File: src/rtl/ddr3_ctrl_pkg.sv
`default_nettype none
// +----------------------------------------------------------------------------+
// | Package    : ddr3_ctrl_pkg                                                 |
// | Description: Shared DDR3 controller definitions: command encoding,         |
// |              scheduler state type, address-field width defaults and the    |
// |              wait-counter load helper.                                      |
// | Revision   : 1.0 - initial release                                          |
// +----------------------------------------------------------------------------+
package ddr3_ctrl_pkg;

  // Address-field width defaults shared with the refresh controller and PHY
  localparam int BANK_W_DEF = 3;
  localparam int ROW_W_DEF  = 14;
  localparam int COL_W_DEF  = 10;

  // DRAM command bus encoding
  localparam logic [2:0] CMD_NOP = 3'd0;
  localparam logic [2:0] CMD_ACT = 3'd1;
  localparam logic [2:0] CMD_RD  = 3'd2;
  localparam logic [2:0] CMD_WR  = 3'd3;
  localparam logic [2:0] CMD_PRE = 3'd4;
  localparam logic [2:0] CMD_REF = 3'd5;

  typedef enum logic [2:0] {
    ST_IDLE     = 3'd0,
    ST_ACT_WAIT = 3'd1,
    ST_RW_WAIT  = 3'd2,
    ST_PRE_WAIT = 3'd3,
    ST_REF_WAIT = 3'd4
  } sched_state_t;

  // Value loaded into a wait counter for a timing of t cycles; 0 behaves as 1
  function automatic logic [15:0] f_wait_load(input logic [15:0] t);
    return (t == 16'd0) ? 16'd0 : t - 16'd1;
  endfunction

endpackage
`default_nettype wire

File: src/rtl/rr_arbiter.sv
`default_nettype none
// +----------------------------------------------------------------------------+
// | Module     : rr_arbiter                                                    |
// | Description: Round-robin arbiter. The pointer names the highest-priority   |
// |              requester and moves to the port after each accepted grant.    |
// | Revision   : 1.0 - initial release                                          |
// +----------------------------------------------------------------------------+
module rr_arbiter #(
  parameter int N  = 2,
  parameter int IW = (N > 1) ? $clog2(N) : 1
) (
  input  logic          clk,
  input  logic          rst,
  input  logic [N-1:0]  i_req,
  input  logic          i_advance,
  output logic [N-1:0]  o_grant,
  output logic [IW-1:0] o_grant_idx,
  output logic          o_any
);

  logic [IW-1:0] r_ptr;

  // Scan requesters starting at the pointer; first active one wins
  always_comb begin
    o_any       = 1'b0;
    o_grant_idx = '0;
    for (int k = 0; k < N; k++) begin
      if (!o_any && i_req[(int'(r_ptr) + k) % N]) begin
        o_any       = 1'b1;
        o_grant_idx = IW'((int'(r_ptr) + k) % N);
      end
    end
  end

  // One-hot form of the winning index
  always_comb begin
    o_grant = '0;
    if (o_any) o_grant[o_grant_idx] = 1'b1;
  end

  // Pointer moves past the granted port only when the grant is consumed
  always_ff @(posedge clk) begin
    if (rst) begin
      r_ptr <= '0;
    end else if (i_advance && o_any) begin
      r_ptr <= (o_grant_idx == IW'(N - 1)) ? '0 : o_grant_idx + 1'b1;
    end
  end

endmodule
`default_nettype wire

File: src/rtl/ddr3_cmd_scheduler.sv
`default_nettype none
// +----------------------------------------------------------------------------+
// | Module     : ddr3_cmd_scheduler                                            |
// | Description: Closed-page DDR3 command scheduler. Arbitrates host ports and |
// |              refresh, issues ACT->RD/WR->PRE or REF with runtime timings.  |
// |              All command-bus outputs are registered.                       |
// | Revision   : 1.0 - initial release                                          |
// +----------------------------------------------------------------------------+
module ddr3_cmd_scheduler
  import ddr3_ctrl_pkg::*;
#(
  parameter int NREQ   = 2,
  parameter int BANK_W = BANK_W_DEF,
  parameter int ROW_W  = ROW_W_DEF,
  parameter int COL_W  = COL_W_DEF,
  parameter int ADDR_W = BANK_W + ROW_W + COL_W,
  parameter int IDW    = (NREQ > 1) ? $clog2(NREQ) : 1
) (
  input  logic                     clk,
  input  logic                     reset,
  input  logic [NREQ-1:0]          req_valid,
  input  logic [NREQ-1:0]          req_write,
  input  logic [NREQ*ADDR_W-1:0]   req_addr,
  output logic [NREQ-1:0]          req_ready,
  input  logic                     ref_req,
  output logic                     ref_ack,
  input  logic [7:0]               t_rcd,
  input  logic [7:0]               t_ras,
  input  logic [7:0]               t_rtp,
  input  logic [7:0]               t_wr,
  input  logic [7:0]               t_rp,
  input  logic [15:0]              t_rfc,
  output logic                     cmd_valid,
  output logic [2:0]               cmd,
  output logic [BANK_W-1:0]        cmd_bank,
  output logic [ROW_W-1:0]         cmd_row,
  output logic [COL_W-1:0]         cmd_col,
  output logic [IDW-1:0]           cmd_id
);

  sched_state_t r_state, w_next_state;
  logic [15:0]  r_cnt;
  logic [7:0]   r_ras;
  logic         r_write;
  logic [BANK_W-1:0] r_bank;
  logic [ROW_W-1:0]  r_row;
  logic [COL_W-1:0]  r_col;
  logic [IDW-1:0]    r_id;

  logic [NREQ-1:0]   w_grant;
  logic [IDW-1:0]    w_grant_idx;
  logic              w_arb_any;
  logic [ADDR_W-1:0] w_sel_addr;
  logic [15:0]       w_ras_load;
  logic w_slot, w_ref_pending, w_issue_ref, w_issue_act, w_issue_rw, w_issue_pre;

  // Output registers
  logic              r_cmd_valid;
  logic [2:0]        r_cmd;
  logic [BANK_W-1:0] r_cmd_bank;
  logic [ROW_W-1:0]  r_cmd_row;
  logic [COL_W-1:0]  r_cmd_col;
  logic [IDW-1:0]    r_cmd_id;
  logic [NREQ-1:0]   r_req_ready;
  logic              r_ref_ack;

  logic [2:0]        w_cmd;
  logic [BANK_W-1:0] w_bank;
  logic [ROW_W-1:0]  w_row;
  logic [COL_W-1:0]  w_col;
  logic [IDW-1:0]    w_id;

  rr_arbiter #(.N(NREQ), .IW(IDW)) u_arb (
    .clk         (clk),
    .rst         (reset),
    .i_req       (req_valid),
    .i_advance   (w_issue_act),
    .o_grant     (w_grant),
    .o_grant_idx (w_grant_idx),
    .o_any       (w_arb_any)
  );

  assign w_sel_addr = req_addr[int'(w_grant_idx)*ADDR_W +: ADDR_W];
  assign w_ras_load = f_wait_load({8'd0, t_ras});

  // A new command may start in IDLE, or in the cycle a PRE/REF wait expires,
  // so the next command lands exactly tRP / tRFC after the previous one.
  // ref_req is ignored while our own ack is still on the bus so a requester
  // that drops it on seeing ack cannot trigger a second REF.
  always_comb begin
    w_slot        = (r_state == ST_IDLE) ||
                    (((r_state == ST_PRE_WAIT) || (r_state == ST_REF_WAIT)) && (r_cnt == 16'd0));
    w_ref_pending = ref_req && !r_ref_ack;
    w_issue_ref   = w_slot && w_ref_pending;
    w_issue_act   = w_slot && !w_ref_pending && w_arb_any;
    w_issue_rw    = (r_state == ST_ACT_WAIT) && (r_cnt == 16'd0);
    w_issue_pre   = (r_state == ST_RW_WAIT) && (r_cnt == 16'd0) && (r_ras == 8'd0);
  end

  // State register
  always_ff @(posedge clk) begin
    if (reset) r_state <= ST_IDLE;
    else       r_state <= w_next_state;
  end

  // Next-state logic
  always_comb begin
    w_next_state = r_state;
    if (w_slot) begin
      w_next_state = ST_IDLE;
      if (w_issue_ref)      w_next_state = ST_REF_WAIT;
      else if (w_issue_act) w_next_state = ST_ACT_WAIT;
    end else if (w_issue_rw) begin
      w_next_state = ST_RW_WAIT;
    end else if (w_issue_pre) begin
      w_next_state = ST_PRE_WAIT;
    end
  end

  // Command decode: host commands carry the full latched address, REF carries zeros
  always_comb begin
    w_cmd  = CMD_NOP;
    w_bank = '0;
    w_row  = '0;
    w_col  = '0;
    w_id   = '0;
    if (w_issue_ref) begin
      w_cmd = CMD_REF;
    end else if (w_issue_act) begin
      w_cmd  = CMD_ACT;
      w_bank = w_sel_addr[ADDR_W-1 -: BANK_W];
      w_row  = w_sel_addr[COL_W +: ROW_W];
      w_col  = w_sel_addr[COL_W-1:0];
      w_id   = w_grant_idx;
    end else if (w_issue_rw || w_issue_pre) begin
      w_cmd  = w_issue_pre ? CMD_PRE : (r_write ? CMD_WR : CMD_RD);
      w_bank = r_bank;
      w_row  = r_row;
      w_col  = r_col;
      w_id   = r_id;
    end
  end

  // Wait/tRAS counters and the access fields latched at grant
  always_ff @(posedge clk) begin
    if (reset) begin
      r_cnt   <= '0;
      r_ras   <= '0;
      r_write <= 1'b0;
      r_bank  <= '0;
      r_row   <= '0;
      r_col   <= '0;
      r_id    <= '0;
    end else begin
      if (w_issue_ref)      r_cnt <= f_wait_load(t_rfc);
      else if (w_issue_act) r_cnt <= f_wait_load({8'd0, t_rcd});
      else if (w_issue_rw)  r_cnt <= f_wait_load({8'd0, (r_write ? t_wr : t_rtp)});
      else if (w_issue_pre) r_cnt <= f_wait_load({8'd0, t_rp});
      else if (r_cnt != 16'd0) r_cnt <= r_cnt - 16'd1;

      if (w_issue_act)         r_ras <= w_ras_load[7:0];
      else if (r_ras != 8'd0)  r_ras <= r_ras - 8'd1;

      if (w_issue_act) begin
        r_write <= req_write[w_grant_idx];
        r_bank  <= w_sel_addr[ADDR_W-1 -: BANK_W];
        r_row   <= w_sel_addr[COL_W +: ROW_W];
        r_col   <= w_sel_addr[COL_W-1:0];
        r_id    <= w_grant_idx;
      end
    end
  end

  // Registered command bus and handshake pulses
  always_ff @(posedge clk) begin
    if (reset) begin
      r_cmd_valid <= 1'b0;
      r_cmd       <= CMD_NOP;
      r_cmd_bank  <= '0;
      r_cmd_row   <= '0;
      r_cmd_col   <= '0;
      r_cmd_id    <= '0;
      r_req_ready <= '0;
      r_ref_ack   <= 1'b0;
    end else begin
      r_cmd_valid <= (w_cmd != CMD_NOP);
      r_cmd       <= w_cmd;
      r_cmd_bank  <= w_bank;
      r_cmd_row   <= w_row;
      r_cmd_col   <= w_col;
      r_cmd_id    <= w_id;
      r_req_ready <= w_issue_act ? w_grant : '0;
      r_ref_ack   <= w_issue_ref;
    end
  end

  assign cmd_valid = r_cmd_valid;
  assign cmd       = r_cmd;
  assign cmd_bank  = r_cmd_bank;
  assign cmd_row   = r_cmd_row;
  assign cmd_col   = r_cmd_col;
  assign cmd_id    = r_cmd_id;
  assign req_ready = r_req_ready;
  assign ref_ack   = r_ref_ack;

endmodule
`default_nettype wire

File: config.mk
export PLATFORM = sky130hd
export DESIGN_NAME = ddr3_cmd_scheduler
export DESIGN_NICKNAME = d
export VERILOG_FILES = /design/src/rtl/ddr3_ctrl_pkg.sv /design/src/rtl/rr_arbiter.sv /design/src/rtl/ddr3_cmd_scheduler.sv
export SDC_FILE = /design/constraint.sdc
export NUM_CORES = 1
export LEC_CHECK = 0
export CORE_MARGIN = 5
export CORE_UTILIZATION = 52
export DETAILED_ROUTE_END_ITERATION = 10
export PLACE_DENSITY_LB_ADDON = 0.05
export SLEW_MARGIN = 10
export SYNTH_ARGS = -nofsm -noshare
export SYNTH_HDL_FRONTEND = slang
export SYNTH_HIERARCHICAL = 1
export SYNTH_SLANG_ARGS = --single-unit
File: constraint.sdc
create_clock -name clk -period 4.2 [get_ports clk]
set_input_delay 0.84 -clock clk [delete_from_list [all_inputs] [get_ports clk]]
set_output_delay 0.84 -clock clk [all_outputs]
set_load 0.1 [all_outputs]
=== Word-level counts from Yosys, hierarchy flattened ===
Index checks and enable logic that the tools add are counted.

* Bits in registers: 92
* Input port bits: 117
* Output and inout bits: 35
* Word-level logic and storage cells: 117

* Add/sub/neg operators: 9
* $mul: 1
* Magnitude comparators: 4
* Equal/unequal tests: 4
* Shifts and indexed selects: 1
* Mux-type cells: 45
* Bitwise operators: 3
* Reductions and logical operators: 33

{| class="wikitable"
|+ Operators by type and width
! kind !! number
|-
| 16-bit 2-to-1 mux || 9
|-
| 54-bit by 7-bit variable part select with 27-bit output || 1
|-
| 8-bit zero test || 5
|-
| 16-bit zero test || 2
|-
| 8-bit 2-to-1 mux || 4
|-
| 16-bit by 1-bit subtractor with 16-bit output, second input constant || 2
|-
| 3-bit 2-to-1 mux || 10
|-
| 14-bit 2-to-1 mux || 2
|-
| 8-bit by 1-bit subtractor with 9-bit output, second input constant || 3
|-
| 10-bit 2-to-1 mux || 2
|-
| 1-bit 2-to-1 mux || 17
|-
| 16-bit nonzero test || 1
|-
| 8-bit by 1-bit subtractor with 8-bit output, second input constant || 2
|-
| 1-bit logical AND || 11
|-
| 8-bit nonzero test || 1
|-
| 3-bit by 2-bit equality test with 1-bit output, second input constant || 2
|-
| 1-bit by 5-bit multiplier with 6-bit output, second input constant || 1
|-
| 3-bit nonzero test || 2
|-
| 5-bit nonzero test || 1
|-
| 1-bit by 2-bit < comparator with 1-bit output, second input constant || 2
|-
| 3-bit by 1-bit equality test with 1-bit output, second input constant || 1
|-
| 3-bit equality test, second input constant || 1
|-
| 1-bit zero test || 3
|-
| 3-bit zero test || 1
|-
| other kinds (10) || 14
|}

=== Logic depth before layout (Yosys ltp) ===
Gate-level depths: netlist (run 1).

* Depth in word-level cells: 11
* Mapped depth: 10
* Mapped depth without buffers: 9

=== By module ===
The synthesis (run 1) kept the hierarchy.

{| class="wikitable"
|+ Modules (own cells, without submodules)
! module !! instances !! cells each !! area an instance (µm²) !! seq. area each (µm²)
|-
| ddr3_cmd_scheduler || 1 || 649 || 5221.3 || 1821.7
|-
| rr_arbiter || 1 || 9 || 78.8 || 20.0
|}

=== Worst setup path before layout (run 1) ===
Ideal clock, no wire load.

* Kind: input port to flip-flop
* Start point: input req_valid[0]
* End point: register r_cnt[10]
* Setup time: 0.070 ns
* Arrival time: 2.535 ns
* Required time: 4.130 ns
* Setup slack: 1.595 ns
* Stages: 6
* Path buffers: 0
* Cell sequence: or2_2 > nand2b_1 > a21o_1 > a2111oi_2 > a22oi_1 > a21oi_1

* Cells in the longest elaborated chain, start to end: 9
* Elaborated cells on any way between the ends: 13
* Classes of those cells: 9 x mux; 4 x reduce/logical

{| class="wikitable"
|+ RTL lines
! item !! RTL line !! source
|-
| start, declared || ddr3_cmd_scheduler.sv:21 || <nowiki>input logic [NREQ-1:0] req_valid,</nowiki>
|-
| 1-bit 2-to-1 mux (implied by the code) (2 in a row) || rr_arbiter.sv:28 || <nowiki>if (!o_any && i_req[(int'(r_ptr) + k) % N]) begin</nowiki>
|-
| 1-bit 2-to-1 mux || rr_arbiter.sv:28 ||
|-
| 1-bit zero test || rr_arbiter.sv:28 ||
|-
| 1-bit logical AND || rr_arbiter.sv:28 ||
|-
| 1-bit 2-to-1 mux * || rr_arbiter.sv:28 ||
|-
| 1-bit logical AND * || ddr3_cmd_scheduler.sv:95 || <nowiki>w_issue_act = w_slot && !w_ref_pending && w_arb_any;</nowiki>
|-
| 16-bit 2-to-1 mux || ddr3_cmd_scheduler.sv:156 || <nowiki>else if (w_issue_act) r_cnt <= f_wait_load({8'd0, t_rcd});</nowiki>
|-
| 16-bit 2-to-1 mux || ddr3_cmd_scheduler.sv:155 || <nowiki>if (w_issue_ref) r_cnt <= f_wait_load(t_rfc);</nowiki>
|-
| end signal, assigned || ddr3_cmd_scheduler.sv:155 ||
|-
| end signal, assigned || ddr3_cmd_scheduler.sv:156 ||
|-
| end signal, assigned || ddr3_cmd_scheduler.sv:157 || <nowiki>else if (w_issue_rw) r_cnt <= f_wait_load({8'd0, (r_write ? t_wr : t_rtp)});</nowiki>
|-
| end, declared || ddr3_cmd_scheduler.sv:42 || <nowiki>logic [15:0] r_cnt;</nowiki>
|}

Every way passes the cells marked *; elsewhere a longest branch is shown, timed or not. The select of a mux whose other input is x is not followed.
A chain may end at the register's enable or synchronous reset.

=== Worst setup path in the final report (run 1) ===
* Start point: register r_cnt[0]
* End point: register r_cmd_col[9] (netlist: cmd_col[9])

* Cells in the longest elaborated chain, start to end: 6
* Elaborated cells on any way between the ends: 13
* Classes of those cells: 2 x mux; 11 x reduce/logical

{| class="wikitable"
|+ RTL lines
! item !! RTL line !! source
|-
| 16-bit zero test * || ddr3_cmd_scheduler.sv:92, ddr3_cmd_scheduler.sv:96, ddr3_cmd_scheduler.sv:97 ||
|-
| 1-bit logical AND (on tied branches) || ddr3_cmd_scheduler.sv:97, ddr3_cmd_scheduler.sv:92 ||
|-
| 1-bit logical AND or 1-bit logical OR (tied branches) || ddr3_cmd_scheduler.sv:97, ddr3_cmd_scheduler.sv:91 ||
|-
| 1-bit logical OR or 1-bit logical AND (tied branches) || ddr3_cmd_scheduler.sv:135, ddr3_cmd_scheduler.sv:95 ||
|-
| 10-bit 2-to-1 mux or 1-bit logical AND (tied branches) || ddr3_cmd_scheduler.sv:135, ddr3_cmd_scheduler.sv:95 ||
|-
| 10-bit 2-to-1 mux || ddr3_cmd_scheduler.sv:129 || <nowiki>end else if (w_issue_act) begin</nowiki>
|-
| end signal, assigned || ddr3_cmd_scheduler.sv:190 || <nowiki>r_cmd_col <= w_col;</nowiki>
|-
| end, declared || ddr3_cmd_scheduler.sv:62 || <nowiki>logic [COL_W-1:0] r_cmd_col;</nowiki>
|}

Every way passes the cells marked *; elsewhere a longest branch is shown, timed or not.

==> results of run 1 <==
-- cells by family (layout without fill, tap and decap cells) --
family	after synthesis	after routing
AOI/OAI and AO/OA	161	161
xor gates and xnor gates	50	50
DFF	92	92
and+or+nand+nor	256	256
muxes	39	39
adders and majority gates	11	11
buffers and inverters	49	192
-- worst max-delay path: cells and delay by family (launching register included) --
family                   cells  cell delay (ps)
adder cells (fa/ha/maj)      1              150
AND/OR/NAND/NOR              3             1030
AO/OA/AOI/OAI                3              510
buffers and inverters        3              970
flip-flops                   1              380
-- cell usage in the layout, fill, tap and decap left out, types with 15 or more instances in the layout --
cell type	Yosys	layout
clkdlybuf4s50_1	0	150
nand2_1	108	108
dfxtp_1	92	92
a21oi_1	84	84
nor2_1	39	39
xnor2_1	30	30
mux2_2	28	28
xor2_1	20	20
inv_1	19	19
nor3_1	19	19
nand3_1	15	15
-- synthesized netlist by cell type (3+ instances only) --
| cell | number | area (um^2) |
|---|---|---|
| a211oi_1 | 6 | 45.0 |
| a21boi_0 | 4 | 30.0 |
| a21o_1 | 3 | 22.5 |
| a21oi_1 | 84 | 420 |
| a22oi_1 | 13 | 97.6 |
| a31oi_1 | 8 | 50.1 |
| and3_1 | 5 | 31.3 |
| buf_2 | 6 | 30.0 |
| clkbuf_1 | 22 | 82.6 |
| dfxtp_1 | 92 | 1840 |
| ha_1 | 11 | 138 |
| inv_1 | 19 | 71.3 |
| mux2_2 | 28 | 315 |
| mux2i_1 | 11 | 110 |
| nand2_1 | 108 | 405 |
| nand2b_1 | 11 | 68.8 |
| nand3_1 | 15 | 75.1 |
| nand3b_1 | 4 | 30.0 |
| nand4_1 | 3 | 18.8 |
| nor2_1 | 39 | 146 |
| nor2b_1 | 4 | 25.0 |
| nor3_1 | 19 | 95.1 |
| nor3b_1 | 7 | 52.6 |
| nor4_1 | 11 | 68.8 |
| nor4b_1 | 5 | 43.8 |
| o21ai_0 | 14 | 70.1 |
| o31ai_1 | 5 | 37.5 |
| o32ai_1 | 3 | 26.3 |
| or2_2 | 3 | 18.8 |
| or3_1 | 8 | 50.1 |
| or4_1 | 5 | 37.5 |
| xnor2_1 | 30 | 263 |
| xor2_1 | 20 | 175 |
-- sequential cells by signal, indices dropped and copies added (netlist names), 2 cells and up --
name	flops
r_state	3
r_cnt	16
r_row	14
cmd_bank	3
r_ras	8
r_col	10
req_ready	2
cmd	3
r_bank	3
cmd_row	14
cmd_col	10
-- metal layers --
layer | part of all wire (%) | GRT usage [%]
met1 | 44 | 29.7
met2 | 48 | 39.2
met3 | 7.0 | 5.08
met4 | 1.3 | 7.14
met5 | 0 | 0
-- path summary, 6_finish.rpt --
kind                                 from     endpoint  cells after the start
worst min register to register  r_bank[1]  cmd_bank[1]                      2
worst max register to register   r_cnt[0]   cmd_col[9]                     10
worst min-delay path            r_bank[1]  cmd_bank[1]                      2
worst max-delay path             r_cnt[0]   cmd_col[9]                     10
-- through the flow --
step / total power, mW / util, %
4_1_cts: 3.42 / 71.9
3_5_place_dp: 2.83 / 69.9
2_1_floorplan: 2.38 / -
6_report: 3.44 / 71.9
5_1_grt: 3.64 / 71.9
3_3_place_gp: 2.78 / 69.9
-- area by class of cell --
cell class | count | area, um^2
Clock inverter | 7 | 73.8
Tap cell | 133 | 166
Sequential cell | 92 | 1840
Clock buffer | 9 | 124
Timing Repair Buffer | 157 | 1550
Multi-Input combinational cell | 517 | 3260
Inverter | 19 | 71.3
Fill cell | 773 | 2770
-- power by group --
| group | internal, mW | total (mW) | switching (mW) |
|---|---|---|---|
| Sequential | 1.04 | 1.19 | 0.149 |
| Combinational | 0.662 | 1.65 | 0.989 |
| Clock | 0.278 | 0.596 | 0.318 |
| Total | 1.98 | 3.44 | 1.46 |
==> results.toml, run 1 <==
[worst_setup_path]
cp.required_ps = 4480
critPathLaunchType = "register"
crit_type = "register to register"
reg2reg_slack_ps = 1080
worst_path_largest_cell_delay_ps = 540
cp-end-kind = "register"
cpMostUsedCell = "inv_1"
crit_chain = "inv_1 -> ha_1 -> nor4b_1 -> and4bb_2 -> o21ai_1 -> a21o_1 -> inv_1 -> buf_4 -> nand2_1 -> a21oi_1"
worstPathArrival_ps = 3390
cp_max_fo = 20
cpMaxStageDelayCell = "inv_1"

[synthesis]
syn_inst = 658
yosysSeqAreaShare_pct = 34.7
synth.mux.area_fraction_pct = 8.03
syn_avg_cell_area_um2 = 8.05
yosys.area_share.simple_pct = 24.0
synth_top_family_by_area = "simple AND/OR/NAND/NOR gates"
syn_nets = 786
synth.distinct_cells = 58
synth_edf_count = 0
async_flop_share_pct = 0
synth-compound-area-share_pct = 18.6
synth_xor_area_share_pct = 8.26
synthAdderAreaFrac_pct = 2.60
ys_ff_latch = 92
synth_ff_type = "dfxtp_1"
yosys_warnings = 6
netlist_area_um2 = 5300

[clock_network]
clkSinkCount = 92
cts_setup_buffers = 0
cts_root_buf = "clkbuf_8"
h-tree-depth = 3
path_clk_slew_ps = 100
cts_hold_buf = 0
cts_resized = 0
clk_latency_ps = 360
cts_inserted_buffers = 9
tritoncts = "yes"
cts.path.max_buffers = 2

[floorplanning]
start_util_pct = 53.7
die_h_um = 111
die_x_um = 111
dieArea_um2 = 12300
pin_count = 152
coreArea_um2 = 9860
fp-row-count = 36

[route]
drt_iter0_markers = 351
ant_nets = 0
vias = 5345
drc = 0
vias_per_cell = 5.72
drt_pass1_iterations = 5
routed_wl_mm = 15.0
avgRoutedWirePerCell_um = 16.0

[timing]
worst_pin_slew_ps = 1020
clock_skew_ps = 11.2
finalSetupViolations = 0
relSlewSlack_pct = 31.6
period_needed_ps = 3120
fin_setup_tns_ps = 0
fin_crit_sh_pct = 74.3
drv_slew = 0
setup_ws_ps = 1080
rsz0062_at_grt = "false"
max_freq_mhz = 321
finalHoldViolations = 0
holdWs_ps = 450

[cells_and_area]
drive_gt1_share_pct = 8.11
n_antenna_cell = 0
nets = 924
stdcell_count = 934
area.growth.synth_to_final_pct = 33.8
stdcell_area_um2 = 7090

[power]
powerDensity_nw_per_um2 = 485
ir_drop_mv = 0.271
leakage_nw = 2.55

[placed_design]
portBuffers = 151
hpwl_mm = 11.4
place_area_um2 = 6890
place_ws_ps = 861
gp_congestion = 0.927
place_inst = 918

[global_routing]
grt_usage_pct = 23.2
grt_pass1_wl_mm = 24.2
antenna_found_initial = 0
grt_max_degree = 48
gr-total-overflow = 0
grt_pass1_vias = 5115

[outcome]
status = "completed"

[hold_path]
worstHoldPathType = "register to register"

[job]
maxCapViolCount = 0
Note: power is estimated with default switching activity, not from simulation.
==> inputs of run 2 (changes only) <==
- CORE_UTILIZATION: 52 -> 44
- clock period: 4.2 -> 2.7 ns (I/O delays scaled with it)
==> results.toml, run 2 (synthesized netlist as in run 1, its figures left out) <==
[power]
powerDensity_nw_per_um2 = 785
finalPower_mw = 5.83
leakage_nw = 2.85
ir_drop_mv = 0.523

[placed_design]
place_ws_ps = -37.7
hpwl_mm = 12.0
gp_congestion = 0.894
portBuffers = 151
place_inst = 965

[job]
maxCapViolCount = 0

[route]
vias_per_cell = 5.47
drt_iter0_markers = 360
avgRoutedWirePerCell_um = 15.9
drt_pass1_iterations = 5
drc = 0
routed_wl_mm = 15.6
ant_nets = 0
vias = 5375

[clock_network]
cts.path.max_buffers = 2
h-tree-depth = 3
clk_latency_ps = 340
tritoncts = "yes"
cts_root_buf = "clkbuf_16"
cts_hold_buf = 0
path_clk_slew_ps = 60
cts_inserted_buffers = 9
clkSinkCount = 92

[global_routing]
grt_max_degree = 44
grt_pass1_vias = 5161
grt_pass1_wl_mm = 25.3
antenna_found_initial = 0
grt_usage_pct = 21.5
gr-total-overflow = 0

[worst_setup_path]
ff2ff_path_depth = 8
cpMaxStageDelayCell = "or3b_2"
cp-end-kind = "register"
cp_max_fo = 6
crit_chain = "inv_1 -> ha_1 -> or3b_2 -> or2_2 -> o2111ai_2 -> nand2b_1 -> buf_4 -> o32ai_1"
worstPathArrival_ps = 2790
worst-path-stages = 8
critPathLaunchType = "register"
crit_family = "simple AND/OR/NAND/NOR gates"
cp.required_ps = 2940
path_buf_inv = 2
crit_type = "register to register"
worst_path_largest_cell_delay_ps = 470

[cells_and_area]
stdcell_count = 982
layout_commonest_cell = "clkdlybuf4s50_1"
top_register = "r_cnt"
nets = 958
largest_reg_flops = 16
area.growth.synth_to_final_pct = 40.2
drive_gt1_share_pct = 16.2
n_antenna_cell = 0
final_cell_mix = "clkdlybuf4s50_1 (115), nand2_1 (108), dfxtp_1 (92)"

[timing]
rsz0062_at_grt = "false"
setup_ws_ps = 151
period_needed_ps = 2550
drv_slew = 0
finalHoldViolations = 0
worst_pin_slew_ps = 574
relSlewSlack_pct = 61.6
fin_crit_sh_pct = 94.4
max_freq_mhz = 392
holdWs_ps = 455
clock_skew_ps = 7.43
finalSetupViolations = 0

[floorplanning]
fp-row-count = 40
dieArea_um2 = 14300
die_x_um = 120
die_h_um = 120
coreArea_um2 = 11900
pin_count = 152
start_util_pct = 44.5

[outcome]
status = "completed"

[hold_path]
hold_depth = 2
worstHoldPathType = "register to register"
run 2: worst paths after layout:
check | from | to | slack (ps)
worst max-delay path | r_ras[0] | r_cnt[5] | 150
worst min-delay path | r_row[8] | r_row[8] | 450
worst max register to register | r_ras[0] | r_cnt[5] | 150
worst min register to register | r_row[8] | r_row[8] | 450
run 2: cell type report:
| class | instances | area [um^2] |
|---|---|---|
| clock buffers | 11 | 243 |
| clock inverters | 5 | 60.1 |
| fillers | 1105 | 4480 |
| inverters | 19 | 71.3 |
| multi-input cells | 517 | 3280 |
| flip-flops and latches | 92 | 1840 |
| well taps | 147 | 184 |
| repair buffers | 191 | 1760 |
run 2: layer usage:
metal	wire, um	vias to the layer above	global-route usage, %
li1	-	2695	-
met1	7220	2522	28.8
met2	7350	145	35.8
met5	0	-	0
met4	142	0	4.22
met3	857	13	4.48
run 2: where the power goes:
part           internal, mW  leakage (nW)  switching (mW)
registers              1.62         0.754           0.210
logic                  1.16          1.95            1.58
clock network         0.746         0.146           0.521
total                  3.52          2.85            2.31
run 2: repair_timing:
item	CTS	global route
setup buffers	0	1
resized for setup	0	2
endpoints found under the setup margin	0	66
run 2: per-stage QoR:
step	util, %	TNS (ps)	cell area, um^2
floorplan	-	0	5300
global placement	59.7	0	7120
detailed placement	59.7	-71.1	7120
CTS	62.3	0	7420
global route	62.4	0	7430
finish	62.4	0	7430
run 2: worst min-delay path, stage by stage, from the launching register on:
cell     delay, ps
dfxtp_1        310
nand2_1         50
a21oi_1         50
